$ cat src/rtl/line_address_gen_if.sv
// Request and beat channels between the cache controller, this generator
// and the memory-side bus.
interface line_address_gen_if #(
  parameter int instruction_size = 64,
  parameter int data_lines       = 6,
  parameter int capacity         = 14,
  parameter int associativity    = 3,
  parameter int beat_bytes       = 3
);
  localparam int IW = capacity - associativity;
  localparam int TW = instruction_size - data_lines - IW;
  localparam int BW = data_lines - beat_bytes;

  logic                        req_valid;
  logic                        req_ready;
  logic [TW-1:0]               req_tag;
  logic [IW-1:0]               req_index;
  logic [data_lines-1:0]       req_offset;
  logic                        req_wrap;
  logic                        addr_valid;
  logic                        addr_ready;
  logic [instruction_size-1:0] addr_out;
  logic [BW-1:0]               addr_beat;
  logic                        addr_last;

  modport slave (
    input  req_valid, req_tag, req_index,
    input  req_offset, req_wrap, addr_ready,
    output req_ready, addr_valid, addr_out,
    output addr_beat, addr_last
  );

  modport master (
    output req_valid, req_tag, req_index,
    output req_offset, req_wrap, addr_ready,
    input  req_ready, addr_valid, addr_out,
    input  addr_beat, addr_last
  );
endinterface

$ cat src/rtl/line_address_gen.sv
// Burst address generator: one full byte address per bus beat of a
// cache line, sequential or critical-word-first wrapping order.
module line_address_gen #(
  parameter int instruction_size = 64,
  parameter int data_lines       = 6,
  parameter int capacity         = 14,
  parameter int associativity    = 3,
  parameter int beat_bytes       = 3
) (
  input  logic              clk,
  input  logic              reset,
  line_address_gen_if.slave bus,
  output logic              busy
);
  localparam int IW = capacity - associativity;
  localparam int TW = instruction_size - data_lines - IW;
  localparam int BW = data_lines - beat_bytes;
  localparam int CW = BW + 1;
  localparam logic [CW-1:0] NBEATS = CW'(2 ** BW);

  typedef enum logic {IDLE, BURST} state_t;

  state_t        state;
  logic [TW-1:0] tag_q;
  logic [IW-1:0] index_q;
  logic [BW-1:0] beat_q;
  logic [CW-1:0] cnt_q;
  logic          valid_q;
  logic          last_q;

  logic          hs;
  logic          done;
  logic          accept;
  logic [BW-1:0] start;
  logic          unused_ok;

  assign hs     = valid_q & bus.addr_ready;
  assign done   = hs & last_q;
  assign accept = bus.req_valid & bus.req_ready;
  assign start  = bus.req_wrap
                ? bus.req_offset[data_lines-1:beat_bytes]
                : '0;

  // Ready in IDLE, or on the last-beat handoff for gapless bursts.
  assign bus.req_ready = ~reset & ((state == IDLE) | done);

  assign bus.addr_out   = {tag_q, index_q, beat_q,
                           {beat_bytes{1'b0}}};
  assign bus.addr_beat  = beat_q;
  assign bus.addr_valid = valid_q;
  assign bus.addr_last  = last_q;
  assign busy           = (state == BURST);

  assign unused_ok = ^bus.req_offset[beat_bytes-1:0];

  always_ff @(posedge clk) begin
    if (reset) begin
      state   <= IDLE;
      tag_q   <= '0;
      index_q <= '0;
      beat_q  <= '0;
      cnt_q   <= '0;
      valid_q <= 1'b0;
      last_q  <= 1'b0;
    end else if (accept) begin
      state   <= BURST;
      tag_q   <= bus.req_tag;
      index_q <= bus.req_index;
      beat_q  <= start;
      cnt_q   <= NBEATS;
      valid_q <= 1'b1;
      last_q  <= (NBEATS == CW'(1));
    end else if (hs) begin
      beat_q <= beat_q + BW'(1);
      cnt_q  <= cnt_q - CW'(1);
      if (last_q) begin
        state   <= IDLE;
        valid_q <= 1'b0;
        last_q  <= 1'b0;
      end else begin
        last_q <= (cnt_q == CW'(2));
      end
    end
  end
endmodule

$ cat src/flat_wrapper.sv
// flat-port wrapper written by rule: the top's interface ports become plain ports
module line_address_gen_flat 
#(
  parameter int instruction_size = 64,
  parameter int data_lines       = 6,
  parameter int capacity         = 14,
  parameter int associativity    = 3,
  parameter int beat_bytes       = 3
)
  (clk, reset, busy, bus_req_valid, bus_req_tag, bus_req_index, bus_req_offset, bus_req_wrap, bus_addr_ready, bus_req_ready, bus_addr_valid, bus_addr_out, bus_addr_beat, bus_addr_last);
  line_address_gen_if #(.instruction_size(instruction_size), .data_lines(data_lines), .capacity(capacity), .associativity(associativity), .beat_bytes(beat_bytes)) bus_i ();
  input  logic clk;
  input  logic reset;
  output logic busy;
  input wire logic [$bits(bus_i.req_valid)-1:0] bus_req_valid;
  input wire logic [$bits(bus_i.req_tag)-1:0] bus_req_tag;
  input wire logic [$bits(bus_i.req_index)-1:0] bus_req_index;
  input wire logic [$bits(bus_i.req_offset)-1:0] bus_req_offset;
  input wire logic [$bits(bus_i.req_wrap)-1:0] bus_req_wrap;
  input wire logic [$bits(bus_i.addr_ready)-1:0] bus_addr_ready;
  output wire logic [$bits(bus_i.req_ready)-1:0] bus_req_ready;
  output wire logic [$bits(bus_i.addr_valid)-1:0] bus_addr_valid;
  output wire logic [$bits(bus_i.addr_out)-1:0] bus_addr_out;
  output wire logic [$bits(bus_i.addr_beat)-1:0] bus_addr_beat;
  output wire logic [$bits(bus_i.addr_last)-1:0] bus_addr_last;
  assign bus_i.req_valid = bus_req_valid;
  assign bus_i.req_tag = bus_req_tag;
  assign bus_i.req_index = bus_req_index;
  assign bus_i.req_offset = bus_req_offset;
  assign bus_i.req_wrap = bus_req_wrap;
  assign bus_i.addr_ready = bus_addr_ready;
  assign bus_req_ready = bus_i.req_ready;
  assign bus_addr_valid = bus_i.addr_valid;
  assign bus_addr_out = bus_i.addr_out;
  assign bus_addr_beat = bus_i.addr_beat;
  assign bus_addr_last = bus_i.addr_last;
  line_address_gen #(.instruction_size(instruction_size), .data_lines(data_lines), .capacity(capacity), .associativity(associativity), .beat_bytes(beat_bytes)) u_core (.clk(clk), .reset(reset), .bus(bus_i), .busy(busy));
endmodule
$ cat config.mk
export PLATFORM = sky130hd
export DESIGN_NAME = line_address_gen_flat
export DESIGN_NICKNAME = d
export VERILOG_FILES = /design/src/rtl/line_address_gen_if.sv /design/src/rtl/line_address_gen.sv /design/src/flat_wrapper.sv
export SDC_FILE = /design/constraint.sdc
export NUM_CORES = 1
export LEC_CHECK = 0
export CORE_MARGIN = 10
export CORE_UTILIZATION = 35
export DETAILED_ROUTE_END_ITERATION = 7
export PLACE_DENSITY = 0.8
export SLEW_MARGIN = 20
export SYNTH_ARGS = -nofsm -noshare
export SYNTH_HDL_FRONTEND = slang
export SYNTH_SLANG_ARGS = --single-unit
$ cat constraint.sdc
create_clock -name clk -period 1.2 [get_ports clk]
set_input_delay 0.18 -clock clk [delete_from_list [all_inputs] [get_ports clk]]
set_output_delay 0.18 -clock clk [all_outputs]
set_load 0.01 [all_outputs]
==> qor.csv <==
stage,metric,value,unit
run_status,status,"complete, but fails checks",
run_status,violations,setup timing,
grt,overflow,0,
clock_network,clk_pin_slew,0.07,ns
placement,placed_cell_area,4240,sq um
timing,period_share,112,%
worst_setup_path,crit_top_cell,buf_6,
worst_setup_path,crit_path_cell_trace,"buf_6, buf_6, a21bo_4, a21o_1, a311oi_1",
floorplanning,pin_count,140,
grt,grt_max_degree,43,
min_path,min_to,u_core.busy,
routing,drc,0,
worst_setup_path,r2r_setup_slack,-0.14,ns
worst_setup_path,cp.arrival,1.58,ns
final_layout,drive_above_1_share,19.5,%
yosys,yosysUniqueCellTypes,28,
yosys,postSynthCellCount,320,
clock_network,clockRootBuffer,clkbuf_8,
worst_setup_path,reg2reg_depth,5,
timing,max_freq,0.744,GHz
yosys,synth_top_area_share,48.4,%
floorplanning,start_util,35.9,%
routing,ant_nets,0,
yosys,ys_seq_elements,67,
timing,fin_crit,1.34,ns
yosys,avgSynthCellArea,8.66,sq um
timing,drv_slew,0,
worst_setup_path,r2r_end,u_core.cnt_q[1],
timing,setup_viol,68,
final_layout,area.growth.synth_to_final,71.3,%
worst_setup_path,crit_family,compound AO/OA/AOI/OAI gates,
timing,layout_setup_ws,-0.145,ns
worst_setup_path,critical_path_class,flop to flop,
worst_setup_path,required,1.43,ns
grt,track_usage,15.3,%
timing,fin_setup_tns,-3.84,ns
yosys,synth.area.top_cells,"dfxtp_1 (48%), nand2b_1 (13%), nand3_1 (11%)",
final_layout,fin_util,61.4,%
power,power,5.72,mW
min_path,min_path_type,input port to flop,
yosys,syn_area,2770,sq um
floorplanning,placementRows,32,
floorplanning,die_area,11900,sq um
min_path,min_path_cells,3,
placement,dpl.hpwl,6360,um
placement,place_ws,-0.428,ns
worst_setup_path,cp-start-kind,flop,
clock_network,numCtsBuffers,9,
clock_network,cts_hold_buf,0,
worst_setup_path,cp_max_fo,5,
job,max_cap_viol_count,0,
final_layout,layout.nets,533,
worst_setup_path,max_stage_delay,0.35,ns
routing,viasPerCell,4.93,
clock_network,clock_latency,0.33,ns
power,vdd_drop_max,652,uV
routing,totalWireLength,9780,um
routing,firstDrtPassIters,4,
timing,hold_viol,0,
worst_setup_path,cpMaxStageDelayCell,dfxtp_4,
final_layout,nFillCells,685,
timing,skew,0.0104,ns
routing,num_vias,2803,
floorplanning,dieHeight,109,um
yosys,synth_seq_area_share,48.4,%
grt,grt_pass1_vias,2862,
final_layout,design_area,4750,sq um
placement,gp_congestion,0.833,
floorplanning,die_width,109,um
grt,antenna_found_initial,0,
min_path,hp-start,reset,
clock_network,cts-htree-levels,3,
routing,drt_iter0_drc,94,
worst_setup_path,cp_num_buf_inv,2,
routing,wl_per_cell,17.2,um
timing,rsz0062_at_grt,yes,
placement,portBuffers,133,
yosys,synth_area_leader_cell,dfxtp_1,
final_layout,n_antenna_cell,0,
power,power_leakage,2.00,nW
clock_network,cts_tree,built,
grt,grt_pass1_wl,14700,um
power,pwr_density_cell,1210,nW/um^2
floorplanning,design.core.area,7730,sq um
yosys,yosysWarnings,0,
clock_network,cts_buffer_depth,2,
clock_network,clock_sinks,67,
worst_setup_path,r2r-start,u_core.busy,
worst_setup_path,crit_path_end_kind,flop,
tightest hold or removal path, delay by kind of cell:
family | cells | cell delay [ns]
AND/OR/NAND/NOR | 1 | 0.05
buffers and inverters | 2 | 0.28
cell type report:
class / instances / area [sq um] / area share [%]
clock buffers: 11 / 141 / 2.98
multi-input cells: 218 / 1410 / 29.7
flip-flops and latches: 67 / 1350 / 28.4
inverters: 2 / 7.51 / 0.158
well taps: 102 / 128 / 2.69
repair buffers: 163 / 1630 / 34.3
clock inverters: 5 / 83.8 / 1.77
repair_timing:
action,in CTS,in global routing
setup endpoints to repair,128,76
pin swaps,6,15
gates resized for setup,146,39
cloned,2,3
setup buffers,3,5
placed cells by master (no fill, tap or decap), drive strengths merged:
| master | n |
|---|---|
| a211oi | 6 |
| a21bo | 1 |
| a21boi | 1 |
| a21o | 1 |
| a21oi | 2 |
| a311oi | 1 |
| buf | 33 |
| bufinv | 2 |
| clkbuf | 16 |
| clkdlybuf4s15 | 4 |
| clkdlybuf4s50 | 63 |
| clkinv | 1 |
| conb | 3 |
| dfxtp | 67 |
| dlygate4sd2 | 58 |
| ha | 3 |
| inv | 4 |
| mux2i | 1 |
| nand2 | 3 |
| nand2b | 59 |
| nand3 | 62 |
| nand4b | 1 |
| nor2 | 8 |
| nor2b | 2 |
| nor4b | 1 |
| o21ai | 58 |
| o41ai | 1 |
| xnor2 | 1 |
| xor2 | 3 |
metal layers:
layer / share of wire, % / routed length, um / track usage, % / vias to the layer above
met5: 0 / 0 / 0 / -
met4: 0.87 / 85 / 4.99 / 0
met3: 9.9 / 970 / 6.55 / 11
met2: 49 / 4790 / 25.9 / 109
met1: 40 / 3930 / 16.9 / 1319
li1: - / - / - / 1364
flip-flops by register name (all words and copies together) (netlist names):
| register | count |
|---|---|
| u_core.bus.addr_beat | 3 |
| u_core.bus.addr_last | 1 |
| u_core.busy | 1 |
| u_core.cnt_q | 4 |
| u_core.index_q | 11 |
| u_core.tag_q | 47 |
metrics by stage:
step | std cells | hold WS, ns
CTS | 560 | 0.186
global route | 568 | 0.218
global placement | 539 | 0.452
floorplan | 322 | 0.299
detailed placement | 539 | 0.456
finish | 568 | 0.219
Yosys cell counts:
library cell,instances
dfxtp_1,67
nand3_1,62
nand2b_1,59
o21ai_0,58
clkbuf_1,15
buf_4,8
nor2_1,7
a211oi_1,6
buf_2,6
buf_1,4
ha_1,3
nand2_1,3
xor2_1,3
a21oi_1,2
buf_6,2
inv_1,2
nor2b_1,2
a21bo_1,1
a21boi_4,1
a21o_1,1
a311oi_1,1
conb_1,1
mux2i_1,1
nand4b_1,1
nor2_2,1
nor4b_1,1
o41ai_1,1
xnor2_1,1
cell families (layout without fill, tap and decap cells):
logic type	Yosys count	in the layout	share of synthesized area (%)
multiplexers	1	1	0.361
buffers and inverters	37	181	6.91
adder cells (fa/ha/maj)	3	3	1.35
AND/OR/NAND/NOR	136	136	27.2
AO/OA/AOI/OAI	71	71	14.4
XOR/XNOR	4	4	1.26
other	1	3	0.135
flip-flops	67	67	48.4
worst max-delay path by stage:
stage,startpoint,endpoint,slack (ns),cells past startpoint
after floorplan,u_core.busy,u_core.tag_q[19],-0.002,6
after global placement,bus_addr_ready,bus_req_ready,-0.39,4
after detailed placement,bus_addr_ready,u_core.cnt_q[1],-0.43,5
after CTS,u_core.busy,u_core.cnt_q[1],-0.15,5
after global routing,u_core.busy,u_core.cnt_q[1],-0.20,5
final,u_core.busy,u_core.cnt_q[1],-0.14,5
where the power goes:
group          internal, mW  switching [mW]
sequential             2.38          0.0876
clock                  1.24           0.872
combinational         0.625           0.516
No activity file was read; power rests on OpenSTA's default activity.
==> variant 1: new RTL, config.mk and constraints unchanged <==
Make the reset (`reset`) asynchronous in one clocked block.
--- a/src/rtl/line_address_gen.sv
+++ b/src/rtl/line_address_gen.sv
@@ -55,3 +55,3 @@
 
-  always_ff @(posedge clk) begin
+  always_ff @(posedge clk or posedge reset) begin
     if (reset) begin
Formal check against the unedited RTL: differs if reset is asserted again (counterexample within 4 cycles, from zero or initial values and one cycle with reset high); with reset held inactive, the same outputs for 10 cycles.
==> variant 1 against the unedited design <==
  * The flow still finishes with violations (setup timing)
  * Sequential cell count stayed put
  * Via count is 30% lower
  * Wire length is 20% lower
  * Clock skew is 0.0030 ns lower
  * Count of clock-buffer cells in the layout is 1 lower
  * Maximum frequency is 10% lower
  * Design area is 1.2% lower
  * Setup slack worse by 0.15 ns
  * Non-clock buffer count is 15 lower
  * Area after synthesis is 8.1% higher
  * Hold slack better by 0.17 ns
Power is not compared: it rests on default switching activity, and its combinational part moved more than twofold at a synthesized area within 25%.
==> variant 1: results (changes against the unedited design) <==
Status:
- The run finished, with violations left.
- The checks that failed: setup timing.

Worst setup path:
- The worst flop-to-flop path startpoint is u_core.bus.addr_valid.
- The maximum fanout along the worst path is 33 (+28).
- The biggest cell delay along the critical path is 0.40 ns (+0.05 ns).
- The arrival time reported for the critical path endpoint is 1.71 ns (+0.13 ns).
- Among cell families on the critical path, the largest total delay comes from flip-flops.

Synth:
- The number of distinct standard cells referenced by the synthesized netlist is 25 (-11%).
- The complex-gate fraction of the synthesized area is 1.587% (-13 points).
- The share of synthesized area occupied by flip-flops and latches is 55.97% (+7.6 points).
- The async set or reset register ratio after synthesis is 100.0% (+100 points).
- The mean cell area of the mapped netlist was 16.83 um2 (+94%).
- The multiplexer share of the synthesized area came to 30.16% (+30 points).
- After synthesis, the most frequently instantiated cells are 67 x dfrtp_1, 56 x mux2_4, 7 x buf_4.

Final layout:
- The total of clock buffers placed in the layout is 10 (-1).
- The count of non-CTS buffers in the layout is 148 (-9.2%).
- The number of non-clock inverters in the layout was 4 (+2).
- The data-path buffer share of cell area in the final layout came to 31.03% (-3.2 points).
- The final-layout clock-cell area share came to 4.829% (+0.085 points).
- The layout filler cell count is 683 (-0.29%).
- The total number of sequential cells came to 67 (unchanged).

Power:
- The overall power of the completed layout is 11.69 mW.

Placed design:
- The pre-CTS setup slack is -0.5346 ns (-0.1065 ns).
- The number of instances in the placed design was 410 (-24%).
- The detailed placer's ending HPWL is 5743 um (-9.8%).
- The final RePlAce weighted congestion is 0.7168 (-14%).
- The cell area after placement is 4354 um2 (+2.6%).

Global route:
- The pin count of the biggest net entering global routing is 68 (+58%).
- The met3 usage in global routing came to 5.059% (-1.5 points).

Detailed routing:
- The wire length per cell came to 17.88 um (+3.9%).

STA:
- The total of endpoints with negative setup slack in the final report is 68 (unchanged).
- The worst-case setup margin in the final layout came to -0.2937 ns (-0.1491 ns).
- The minimum hold slack came to 0.3923 ns (+0.1737 ns).

Clock network:
- The count of instances resized after the clock tree is built is 148 (+1.4%).
-- variant 1: cell count changes in the layout (fill, tap and decap cells not counted), moves of 5 or more --
cell / unedited run / this run
dfrtp_1: 0 / 67
dfxtp_1: 62 / 0
nand2b_1: 59 / 0
dlygate4sd2_1: 58 / 0
mux2_4: 0 / 56
o21ai_1: 50 / 0
clkdlybuf4s15_1: 3 / 52
nand3_1: 46 / 1
nand3_2: 14 / 2
buf_4: 15 / 7
clkbuf_2: 3 / 9
o21ai_2: 5 / 0
-- variant 1: worst reg2reg max path: cells and delay by family, from the launching register on --
| kind | cells | cell delay, ns |
|---|---|---|
| multiplexers | 1 | 0.36 |
| AO/OA/AOI/OAI | 1 | 0.20 |
| buffers and inverters | 1 | 0.24 |
| AND/OR/NAND/NOR | 1 | 0.17 |
| flip-flops | 1 | 0.40 |
-- variant 1: metal layers --
layer	wire, um	share of wire [%]
met5	0	0
met4	116	1.5
met3	628	8.1
met2	3853	50
met1	3180	41
==> variant 2: new RTL, same settings <==
Made on the original files. `instruction_size` is set to 64 in 3 places; all go to 128.
--- a/src/rtl/line_address_gen_if.sv
+++ b/src/rtl/line_address_gen_if.sv
@@ -3,3 +3,3 @@
 interface line_address_gen_if #(
-  parameter int instruction_size = 64,
+  parameter int instruction_size = 128,
   parameter int data_lines       = 6,
--- a/src/rtl/line_address_gen.sv
+++ b/src/rtl/line_address_gen.sv
@@ -3,3 +3,3 @@
 module line_address_gen #(
-  parameter int instruction_size = 64,
+  parameter int instruction_size = 128,
   parameter int data_lines       = 6,
--- a/src/flat_wrapper.sv
+++ b/src/flat_wrapper.sv
@@ -3,3 +3,3 @@
 #(
-  parameter int instruction_size = 64,
+  parameter int instruction_size = 128,
   parameter int data_lines       = 6,
Ports: changed (resized bus_addr_out and bus_req_tag); port bits go from 140 to 268. The function was not compared with the original's and may differ.
==> variant 2 against the unedited design <==
  * The flow still finishes with violations (setup timing)
  * Sequential cell count grew 64
  * Design area up 100%
  * Global-route usage up 4.0 points
  * Area after synthesis is 90% higher
  * Final cell count up 92%
  * Core utilization is 4.4 points higher
  * Clock power up 150%
  * Power increased by 120%
  * Non-clock buffer count grew 167
  * Wire length rose by 130%
  * Maximum frequency decreased by 5.4%
  * Synthesized cell count increased by 89%
  * Setup slack worse by 0.076 ns
  * Count of clock-buffer cells in the layout rose by 13
  * Critical endpoint is now u_core.tag_q[12]
  * Largest cell class unchanged
  * Largest power group is now the clock network
  * Highest routed layer unchanged
==> variant 2: results (changes against the unedited design) <==
Status:
- The flow ran to the end, but the final reports show violations.
- The final reports fail on setup timing.

STA:
- The worst-case setup margin in the final layout was -0.2207 ns (-0.07604 ns).
- The minimum hold slack is 0.1886 ns (-0.03008 ns).
- The total of endpoints with negative setup slack in the final report is 129 (+90%).
- The count of pins over their slew limit was 0 (unchanged).
- The final setup TNS is -19.61 ns (-15.77 ns).

Detailed routing:
- The met3 wirelength from detailed routing is 2068 um (+110%).
- The violation count after the first detailed-routing iteration is 220 (+130%).
- The wire length per cell is 20.79 um (+21%).
- The highest metal layer carrying signal wires in the routed design is met4.
- The detailed route wirelength on metal2 was 10720 um (+120%).
- The met1 wire length is 9416 um (+140%).

Synth:
- The xor and xnor area share after synthesis is 0.6645% (-0.60 points).
- Sorting the synthesized cells by how often they occur yields 131 x dfxtp_1, 126 x nand3_1, 123 x nand2b_1.
- The number of standard cells after synthesis is 604 (+89%).
- The number of distinct standard cells referenced by the synthesized netlist is 29 (+3.6%).
- The complex-gate fraction of the synthesized area was 13.64% (-0.76 points).
- The share of synthesized area occupied by flip-flops and latches is 49.74% (+1.3 points).
- The multiplexer share of the synthesized area came to 0.1898% (-0.17 points).
- The area share of fa/ha/maj cells after synthesis came to 0.7119% (-0.64 points).

Global route:
- The met2 layer usage reported by global route was 31.96% (+6.0 points).
- The met3 usage in global routing is 8.889% (+2.3 points).
- The total routing resource utilization after global routing is 19.35% (+4.0 points).
- The met1 usage is 21.72% (+4.8 points).
- The number of global-route vias before repair was 5486 (+92%).
- The first-pass GRT wire length is 30940 um (+110%).

Final layout:
- The number of nets in the layout is 1030 (+93%).
- The fraction of final layout cells sized beyond drive strength 1 is 41.83% (+22 points).
- The largest registers in the layout are u_core.tag_q x111, u_core.index_q x11, u_core.cnt_q x4.

Placed design:
- The final RePlAce weighted congestion is 0.7924 (-4.9%).
- The detailed placer's ending HPWL is 13170 um (+110%).
- The cell area after placement is 8199 um2 (+93%).
- The number of buffers inserted by port buffering is 261 (+96%).
- The pre-CTS setup slack is -0.4868 ns (-0.05875 ns).

Clock network:
- The TritonCTS buffer count was 17 (+8).
- The clock latency of the later-clocked register in the worst-skew pair came to 0.42 ns (+0.09 ns).
- The root buffer cell chosen for the clock tree is clkbuf_16.
- The clock-pin slew on the worst setup and hold paths is 0.05 ns (-0.02 ns).

Worst setup path:
- The maximum fanout along the worst path was 8 (+3).
- The cell count of the worst reg-to-reg path is 7 (+2).
- The cell family contributing the most delay on the critical path is buffers and inverters.
- In this run the worst setup path terminates at u_core.tag_q[12].

Power:
- The leakage component of the power is 3.919 nW (+96%).
- The largest vdd supply drop is 874.6 uV (+34%).
[variant 2: changes by cell type in the layout (fill, tap and decap cells not counted), sizes merged]
cell and delta:
clkbuf +67, clkdlybuf4s15 +20, clkinv +2, o21ai +64, clkdlybuf4s50 +65, dfxtp +64, clkinvlp +2, bufbuf +1
nand2b +64, buf +85, inv -2, a21bo +2, nand3 +64, dlygate4sd2 -58
[variant 2: report_power, final]
part           total, mW  leakage [nW]  switching [mW]  internal [mW]
Sequential          4.83          1.08           0.172           4.66
Clock               5.19         0.282            1.90           3.28
Combinational       2.47          2.55            1.13           1.34
[variant 2: repair_timing]
action                                  4_1_cts  5_1_grt
resized for setup                           434      241
pin swaps                                     4       90
cloned                                       14        9
setup buffers                                 9       13
endpoints found under the hold margin         0        0
endpoints found under the setup margin      261      234
[variant 2: area by class of cell]
type,count,area (um2)
fill,1146,5004
timing repair buffer,330,3251
multi-input combinational,412,2920
sequential,131,2641
clock buffer,24,493.0
tap,184,230.2
clock inverter,7,97.59
inverter,2,7.507
